$ cat src/rtl/mem_bus_arbiter_if.sv
// rtl/mem_bus_arbiter_if.sv - master and bus signals shared by the CPU, OAM DMA and HDMA source bus arbiter
interface mem_bus_arbiter_if;
  logic [15:0] cpu_addr;
  logic [7:0]  cpu_wdata;
  logic        cpu_write;
  logic        hdma_req;
  logic [15:0] hdma_src_addr;
  logic        oam_req;
  logic [15:0] oam_src_addr;
  logic [15:0] bus_addr;
  logic [7:0]  bus_wdata;
  logic        bus_write;
  logic [2:0]  grant;
  logic        hdma_en;
  logic        oam_en;
  logic        cpu_stall;

  modport master (
    output cpu_addr, cpu_wdata, cpu_write, hdma_req, hdma_src_addr, oam_req, oam_src_addr,
    input  bus_addr, bus_wdata, bus_write, grant, hdma_en, oam_en, cpu_stall
  );

  modport slave (
    input  cpu_addr, cpu_wdata, cpu_write, hdma_req, hdma_src_addr, oam_req, oam_src_addr,
    output bus_addr, bus_wdata, bus_write, grant, hdma_en, oam_en, cpu_stall
  );
endinterface

$ cat src/rtl/mem_bus_arbiter.sv
// rtl/mem_bus_arbiter.sv - grant FSM sharing the source bus between CPU, OAM DMA and HDMA
module mem_bus_arbiter #(
  parameter int HANDOVER_TICKS = 1
) (
  input logic              clk,
  input logic              reset,
  input logic              cpu_en,
  mem_bus_arbiter_if.slave bus
);

  typedef enum logic [1:0] {S_CPU, S_OAM, S_HDMA, S_GAP} state_t;

  localparam logic [1:0] GAP_LOAD = (HANDOVER_TICKS == 0) ? 2'd0 : 2'(HANDOVER_TICKS - 1);

  state_t     state, state_next;
  state_t     next_owner, owner_next;
  state_t     target;
  logic       has_target;
  logic [1:0] gap_cnt, gap_next;
  logic [2:0] grant, grant_next;

  always_ff @(posedge clk or negedge reset) begin
    if (!reset) begin
      state      <= S_CPU;
      next_owner <= S_CPU;
      gap_cnt    <= 2'd0;
      grant      <= 3'b001;
    end else begin
      state      <= state_next;
      next_owner <= owner_next;
      gap_cnt    <= gap_next;
      grant      <= grant_next;
    end
  end

  always_comb begin
    state_next = state;
    owner_next = next_owner;
    gap_next   = gap_cnt;
    target     = S_CPU;
    has_target = 1'b0;
    if (cpu_en) begin
      case (state)
        S_CPU: begin
          if (bus.hdma_req) begin
            target = S_HDMA; has_target = 1'b1;
          end else if (bus.oam_req) begin
            target = S_OAM; has_target = 1'b1;
          end
        end
        S_OAM: begin
          if (bus.hdma_req) begin
            target = S_HDMA; has_target = 1'b1;
          end else if (!bus.oam_req) begin
            target = S_CPU; has_target = 1'b1;
          end
        end
        S_HDMA: begin
          if (!bus.hdma_req) begin
            target = bus.oam_req ? S_OAM : S_CPU; has_target = 1'b1;
          end
        end
        S_GAP: begin
          // The owner is picked from live requests, so a request dropped mid-gap is lost.
          if (gap_cnt == 2'd0) begin
            state_next = bus.hdma_req ? S_HDMA : (bus.oam_req ? S_OAM : S_CPU);
          end else begin
            gap_next = gap_cnt - 2'd1;
          end
        end
      endcase
    end
    if (has_target) begin
      if (HANDOVER_TICKS == 0) begin
        state_next = target;
      end else begin
        state_next = S_GAP;
        gap_next   = GAP_LOAD;
        owner_next = target;
      end
    end
  end

  always_comb begin
    grant_next = 3'b000;
    case (state_next)
      S_CPU:  grant_next = 3'b001;
      S_OAM:  grant_next = 3'b010;
      S_HDMA: grant_next = 3'b100;
      S_GAP:  grant_next = 3'b000;
    endcase
  end

  always_comb begin
    bus.bus_addr  = bus.cpu_addr;
    bus.bus_wdata = 8'hff;
    bus.bus_write = 1'b0;
    case (grant)
      3'b001: begin
        bus.bus_addr  = bus.cpu_addr;
        bus.bus_wdata = bus.cpu_wdata;
        bus.bus_write = bus.cpu_write;
      end
      3'b010:  bus.bus_addr = bus.oam_src_addr;
      3'b100:  bus.bus_addr = bus.hdma_src_addr;
      default: bus.bus_addr = bus.cpu_addr;
    endcase
  end

  assign bus.grant     = grant;
  assign bus.hdma_en   = cpu_en & grant[2];
  assign bus.oam_en    = cpu_en & grant[1];
  assign bus.cpu_stall = ~grant[0];

endmodule

$ cat src/flat_wrapper.sv
// flat-port wrapper written by rule: the top's interface ports become plain ports
module mem_bus_arbiter_flat 
#(
  parameter int HANDOVER_TICKS = 1
)
  (clk, reset, cpu_en, bus_cpu_addr, bus_cpu_wdata, bus_cpu_write, bus_hdma_req, bus_hdma_src_addr, bus_oam_req, bus_oam_src_addr, bus_bus_addr, bus_bus_wdata, bus_bus_write, bus_grant, bus_hdma_en, bus_oam_en, bus_cpu_stall);
  mem_bus_arbiter_if bus_i ();
  input logic clk;
  input logic reset;
  input logic cpu_en;
  input wire logic [$bits(bus_i.cpu_addr)-1:0] bus_cpu_addr;
  input wire logic [$bits(bus_i.cpu_wdata)-1:0] bus_cpu_wdata;
  input wire logic [$bits(bus_i.cpu_write)-1:0] bus_cpu_write;
  input wire logic [$bits(bus_i.hdma_req)-1:0] bus_hdma_req;
  input wire logic [$bits(bus_i.hdma_src_addr)-1:0] bus_hdma_src_addr;
  input wire logic [$bits(bus_i.oam_req)-1:0] bus_oam_req;
  input wire logic [$bits(bus_i.oam_src_addr)-1:0] bus_oam_src_addr;
  output wire logic [$bits(bus_i.bus_addr)-1:0] bus_bus_addr;
  output wire logic [$bits(bus_i.bus_wdata)-1:0] bus_bus_wdata;
  output wire logic [$bits(bus_i.bus_write)-1:0] bus_bus_write;
  output wire logic [$bits(bus_i.grant)-1:0] bus_grant;
  output wire logic [$bits(bus_i.hdma_en)-1:0] bus_hdma_en;
  output wire logic [$bits(bus_i.oam_en)-1:0] bus_oam_en;
  output wire logic [$bits(bus_i.cpu_stall)-1:0] bus_cpu_stall;
  assign bus_i.cpu_addr = bus_cpu_addr;
  assign bus_i.cpu_wdata = bus_cpu_wdata;
  assign bus_i.cpu_write = bus_cpu_write;
  assign bus_i.hdma_req = bus_hdma_req;
  assign bus_i.hdma_src_addr = bus_hdma_src_addr;
  assign bus_i.oam_req = bus_oam_req;
  assign bus_i.oam_src_addr = bus_oam_src_addr;
  assign bus_bus_addr = bus_i.bus_addr;
  assign bus_bus_wdata = bus_i.bus_wdata;
  assign bus_bus_write = bus_i.bus_write;
  assign bus_grant = bus_i.grant;
  assign bus_hdma_en = bus_i.hdma_en;
  assign bus_oam_en = bus_i.oam_en;
  assign bus_cpu_stall = bus_i.cpu_stall;
  mem_bus_arbiter #(.HANDOVER_TICKS(HANDOVER_TICKS)) u_core (.clk(clk), .reset(reset), .cpu_en(cpu_en), .bus(bus_i));
endmodule
$ cat config.mk
export PLATFORM = sky130hd
export DESIGN_NAME = mem_bus_arbiter_flat
export DESIGN_NICKNAME = d
export VERILOG_FILES = /design/src/rtl/mem_bus_arbiter_if.sv /design/src/rtl/mem_bus_arbiter.sv /design/src/flat_wrapper.sv
export SDC_FILE = /design/constraint.sdc
export NUM_CORES = 1
export LEC_CHECK = 0
export ABC_AREA = 0
export ABC_CLOCK_PERIOD_IN_PS = 2600
export BUFFER_PORTS_ARGS = -buffer_cell sky130_fd_sc_hd__buf_2
export CAP_MARGIN = 20
export CORE_ASPECT_RATIO = 0.5
export CORE_MARGIN = 5
export CORE_UTILIZATION = 35
export CTS_CLUSTER_SIZE = 8
export DETAILED_ROUTE_END_ITERATION = 8
export PLACE_DENSITY = 0.79
export SYNTH_ARGS = -nofsm -noshare
export SYNTH_HDL_FRONTEND = slang
export SYNTH_SLANG_ARGS = --single-unit
$ cat constraint.sdc
create_clock -name clk -period 2.6 [get_ports clk]
set_input_delay 0.13 -clock clk [delete_from_list [all_inputs] [get_ports clk]]
set_output_delay 0.13 -clock clk [all_outputs]
set_load 0.03 [all_outputs]
## Yosys cells after proc, flatten, opt, wreduce, memory -nomap -nowiden

Cells that the tools add are included.

| operators by class | value |
|---|---|
| add/subtract/negate cells | 1 |
| $mul | 0 |
| divide/modulo/power cells | 0 |
| magnitude comparators | 0 |
| equality and inequality tests | 10 |
| shifts and indexed selects | 0 |
| multiplexer cells | 21 |
| bitwise operators | 3 |
| reductions and logical operators | 6 |

Operators with widths:

| kind | number |
|---|---|
| 16-bit one-hot mux with 2 select lines | 1 |
| 2-bit two-way mux | 9 |
| 3-bit one-hot mux with 4 select lines | 1 |
| 2-bit == test, second input constant | 4 |
| 1-bit two-way mux | 8 |
| 8-bit two-way mux | 1 |
| 2-bit zero test | 3 |
| 2-bit by 1-bit == test with 1-bit output, second input constant | 2 |
| 2-bit nonzero test | 2 |
| 3-bit by 1-bit == test with 1-bit output, second input constant | 1 |
| 3-bit by 2-bit == test with 1-bit output, second input constant | 1 |
| 3-bit == test, second input constant | 1 |
| 1-bit one-hot mux with 3 select lines | 1 |
| 3-bit AND reduction | 1 |
| 1-bit AND | 2 |
| 2-bit by 1-bit != test with 1-bit output, second input constant | 1 |
| 2-bit by 1-bit subtractor with 2-bit output, second input constant | 1 |
| 1-bit inverter | 1 |

| storage, ports and cells | value |
|---|---|
| register bits | 7 |
| latch bits | 0 |
| RAM bits | 0 |
| memory bits (read-only) | 0 |
| input bits | 62 |
| output and inout port bits | 31 |
| memories | 0 |

## Depth between registers and ports, before layout

| logic depth | value |
|---|---|
| depth in word-level cells | 8 |
| mapped depth | 5 |

## Worst setup path before layout

OpenSTA, ideal clock, no wires.

| timing | value |
|---|---|
| path type | register -> output |
| from | register u_core.grant[0] (netlist: u_core.bus.grant[0]) |
| to | output port bus_bus_write |
| data arrival time | 1.497 ns |
| data required time | 2.470 ns |
| slack | 0.973 ns |
| stages on the path, launching flop included | 5 |
| buffers on the path | 1 |
| cell sequence | dfstp_2 buf_4 inv_6 nor3_4 and2_1 |

| on the way | value |
|---|---|
| cells in the longest elaborated chain, start to end | 2 |

Ends and longest elaborated chain:

| element | RTL line | RTL |
|---|---|---|
| start, declared | mem_bus_arbiter.sv:20 | `logic [2:0] grant, grant_next;` |
| start signal, assigned | mem_bus_arbiter.sv:32 | `grant <= grant_next;` |
| 3-bit by 1-bit == test with 1-bit output | mem_bus_arbiter.sv:98 | `case (grant)` |
| 1-bit two-way mux | mem_bus_arbiter.sv:98 |  |
| end, declared | flat_wrapper.sv:20 | `output wire logic [$bits(bus_i.bus_write)-1:0] bus_bus_write;` |

No other way between the ends.

## Final worst setup path

Same ends and word-level chain as after synthesis.

==> results_tabular.tex <==
\begin{tabular}{lr}
\hline
Metric & Value \\
\hline
\multicolumn{2}{l}{\textbf{Critical path}} \\
Largest driver fanout on the critical path & 18 \\
End point of the critical path & bus\_bus\_write \\
Worst r2r dst & u\_core.gap\_cnt[1]\$\_DFFE\_PN0P\_ \\
Type of the setup path with the least slack & flip-flop to output port \\
Launch point of the worst path & u\_core.bus.grant[0]\$\_DFF\_PN1\_ \\
Family with the most delay on the worst path & flip-flops \\
Slowest cell delay on critical path & between 800 and 900 ps \\
Crit path depth & 4 \\
Startpoint type of the worst setup path & flip-flop \\
Crit path buf inv count & 2 \\
Ordered cell list for the critical path & inv\_6 > nor3\_4 > and2\_1 > buf\_2 \\
Required time at the endpoint of the critical path & $\sim$2500 ps \\
Critical Path Sink Type & output port \\
Master of the slowest instance on the critical path & dfstp\_2 \\
Startpoint of the most critical register-to-register path & u\_core.gap\_cnt[0]\$\_DFFE\_PN0P\_ \\
Minimum setup slack among reg-to-reg paths & around 1200 ps \\
Signal arrival time at the worst endpoint & approximately 1900 ps \\
R2r worst-path depth & 5 \\
\multicolumn{2}{l}{\textbf{Flow run}} \\
Number of maximum-capacitance constraint violations & 0 \\
\multicolumn{2}{l}{\textbf{Cells and area}} \\
Area of all sequential standard cells & between 150 and 200 sq um \\
Multi-input gate area & around 630 sq um \\
Fraction of final layout cells with drive strength greater than 1 & approximately three fifths \\
Area added between synthesis and finish & 53.1\% \\
Fill count & about 230 \\
Net count reported at finish & about 250 \\
Diode insertion count for antenna repair & 0 \\
Final Instance Count excl. Fillers & between 200 and 250 \\
\multicolumn{2}{l}{\textbf{CTS}} \\
Worst skew pair latency & 220 ps \\
Clock tree root buffer cell & clkbuf\_8 \\
Clock slew seen by the registers of the worst setup and hold paths & 40 ps \\
Post CTS Setup Buffer Count & 0 \\
TritonCTS clock tree & yes \\
Number of buffers created by CTS & 3 \\
H-Tree Level Count & 1 \\
Post-cts hold buffer count & 1 \\
Clock tree buffer depth & 2 \\
Clock tree sinks & 7 \\
Cts repair resizes & 0 \\
\multicolumn{2}{l}{\textbf{Outcome}} \\
Result of the run & finished, final reports clean \\
\multicolumn{2}{l}{\textbf{Place}} \\
Worst-case setup slack after placement & slightly above 800 ps \\
Placed cell count & 220 \\
Estimated wirelength of the detail-placed design & between 2000 and 2500 um \\
Last weighted congestion value of the routability-driven placer & 0.828 \\
\# port buffers & 92 \\
\multicolumn{2}{l}{\textbf{STA}} \\
Final worst-path cycle share & between 70 and 80\% \\
Worst-margin pin slew & 553 ps \\
Max-slew headroom at the worst pin & $\sim$63\% \\
Worst hold-check slack & 157 ps \\
Setup repair after global routing missed its margin & no \\
Setup WS post-layout & 618 ps \\
Final number of hold-violating endpoints & 0 \\
Fin. max-slew vios & 0 \\
Total of endpoints with negative setup slack in the final report & 0 \\
Max frequency & around 500 MHz \\
Final total negative setup slack & 0 ps \\
Period minus WS final & $\sim$2000 ps \\
Worst clock skew & 0.188 ps \\
\multicolumn{2}{l}{\textbf{Global route}} \\
Vias in the first global route & between 900 and 1,000 \\
Aggregate global-route resource usage & 14.1\% \\
Global-route wire length before repair & roughly 4200 um \\
Pin count of the biggest net entering global routing & 19 \\
Initial antenna violation count & 0 \\
Total congestion overflow & 0 \\
\multicolumn{2}{l}{\textbf{Floorplan}} \\
Number of cell rows & 13 \\
Die Footprint & between 3000 and 4000 sq um \\
Horizontal die dimension & 82.5 um \\
Count of boundary I/O pins & 93 \\
Core Area & between 2000 and 3000 sq um \\
Die Y-Extent & between 40 and 50 um \\
Starting utilization of the core area & a little over a third \\
\multicolumn{2}{l}{\textbf{Synthesis}} \\
Warnings from Yosys & 0 \\
Dominant combinational cell family by area after synthesis & compound AO/OA/AOI/OAI gates \\
Library cell with the largest summed area after synthesis & dfrtp\_1 \\
Leading post-synthesis cells by cell area & dfrtp\_1 (16\%), o2bb2ai\_2 (16\%), a22oi\_1 (13\%) \\
Adder and majority cell fraction of the synthesized area & around 1.4\% \\
Fraction of synthesized area in multiplexers & $\sim$1.2\% \\
Post-synthesis share of cell area spent on and, or, nand and nor gates & a little under a fifth \\
Flip-flop and latch count after synthesis & 7 \\
Xor and xnor area share after synthesis & approximately 1.9\% \\
Area of the mapped netlist & 921 sq um \\
Proportion of synthesized chip area in sequential cells & approximately a fifth \\
Share of the synthesized area in the top cell type & 16.3\% \\
Synthesized area divided by synthesized cell count & 9.30 sq um \\
Netlist cell types & 36 \\
Cell count after synthesis & $\sim$100 \\
Net count after synthesis & roughly 160 \\
Fraction of the mapped netlist area in compound gates & between 40\% and 50\% \\
\multicolumn{2}{l}{\textbf{Power and ir drop}} \\
Power density of the placed cells & around 1200 nW/um\^{}2 \\
Worst IR Drop VDD & approximately 570 uV \\
Leakage power of the design & between 0.0006 and 0.0007 uW \\
\multicolumn{2}{l}{\textbf{Min path}} \\
Hold Path Class & input port to flip-flop \\
\multicolumn{2}{l}{\textbf{Detailed routing}} \\
First-pass detailed-route iteration total & 4 \\
Number of vias per cell & just under 5 \\
Remaining design rule violation count & 0 \\
1st-iter DRT viols & slightly above 40 \\
Detailed-route wire length & just under 3000 um \\
DR vias & between 1,000 and 1,500 \\
Post-route antenna net violation count & 0 \\
Mean routed wirelength per cell & around 13 um \\
\hline
\end{tabular}
cell families after synthesis:
kind of cell / count (synthesis)
compound gates: 45
simple gates: 28
buf+inv: 15
flops: 7
xor+xnor: 2
mux: 1
fa+ha+maj: 1
state kept, by name, indices dropped and copies added (netlist names):
signal            cells
u_core.bus.grant      3
u_core.gap_cnt        2
u_core.state          2
worst min path at each step:
stage	startpoint	to	slack, ps	cells past startpoint
3_5_place_dp	reset	u_core.gap_cnt[1]$_DFFE_PN0P_	-30	1
2_1_floorplan	reset	u_core.bus.grant[1]$_DFF_PN0_	-170	0
6_report	bus_oam_req	u_core.bus.grant[0]$_DFF_PN1_	160	2
3_3_place_gp	reset	u_core.gap_cnt[1]$_DFFE_PN0P_	-30	1
5_1_grt	bus_oam_req	u_core.bus.grant[0]$_DFF_PN1_	170	2
4_1_cts	bus_oam_req	u_core.bus.grant[0]$_DFF_PN1_	160	2
Yosys cell counts:
master and count:
buf_4 4, o21ai_4 1, nor3_4 1, inv_1 4, nor2_1 4, inv_6 1
nand2b_1 9, ha_1 1, nor2b_1 3, dfrtp_1 6, dlygate4sd1_1 1, mux2_1 1
xor2_1 1, and2_2 1, nor3_1 1, a2111oi_2 1, xnor2_1 1, or3_1 1
dfstp_2 1, buf_12 1, buf_6 1, nand4b_1 1, and2_1 2, o31ai_1 1
buf_2 2, a311oi_1 1, o2bb2ai_2 10, nand4_1 1, o21ai_0 4, a21oi_1 4
a22oi_1 16, nor3_2 1, nand2_1 3, clkbuf_4 1, a211oi_1 1, o2bb2ai_1 6
layout make-up:
| class | instances | share of cell area [%] |
|---|---|---|
| timing repair buffer | 95 | 34.4 |
| sequential | 7 | 12.5 |
| inverter | 5 | 1.69 |
| multi-input combinational | 77 | 44.9 |
| tap | 37 | 3.28 |
| clock buffer | 4 | 3.19 |
power by group:
group	leakage, uW	total, uW	switching [uW]	internal [uW]
logic	0.000551	1250	801	452
registers	0.0000839	266	107	159
clock network	0.0000228	153	47.3	106
total	0.000658	1670	955	717
cell usage in the layout, fill, tap and decap left out, drive strengths merged, types with 4 or more instances in the layout:
master,count
inv,5
o2bb2ai,16
dfrtp,6
nand2b,9
buf,94
a21oi,4
o21ai,5
a22oi,16
nor2,4
clkbuf,4
stage by stage:
step                      total power [uW]  cell area, sq um  utilization (%)
after detailed placement              1530              1360             53.1
after global routing                  1790              1410             55.2
after floorplan                       1300               921                -
final                                 1670              1410             55.2
after global placement                1510              1360             53.1
after CTS                             1690              1410             55.2
per-layer routing:
metal  wire length (um)  track usage (%)
met1               1100             16.0
met2               1500             27.1
met3                341             3.13
met4                 14             3.91
met5                  0                0
Note: power is estimated with default switching activity, not from simulation.
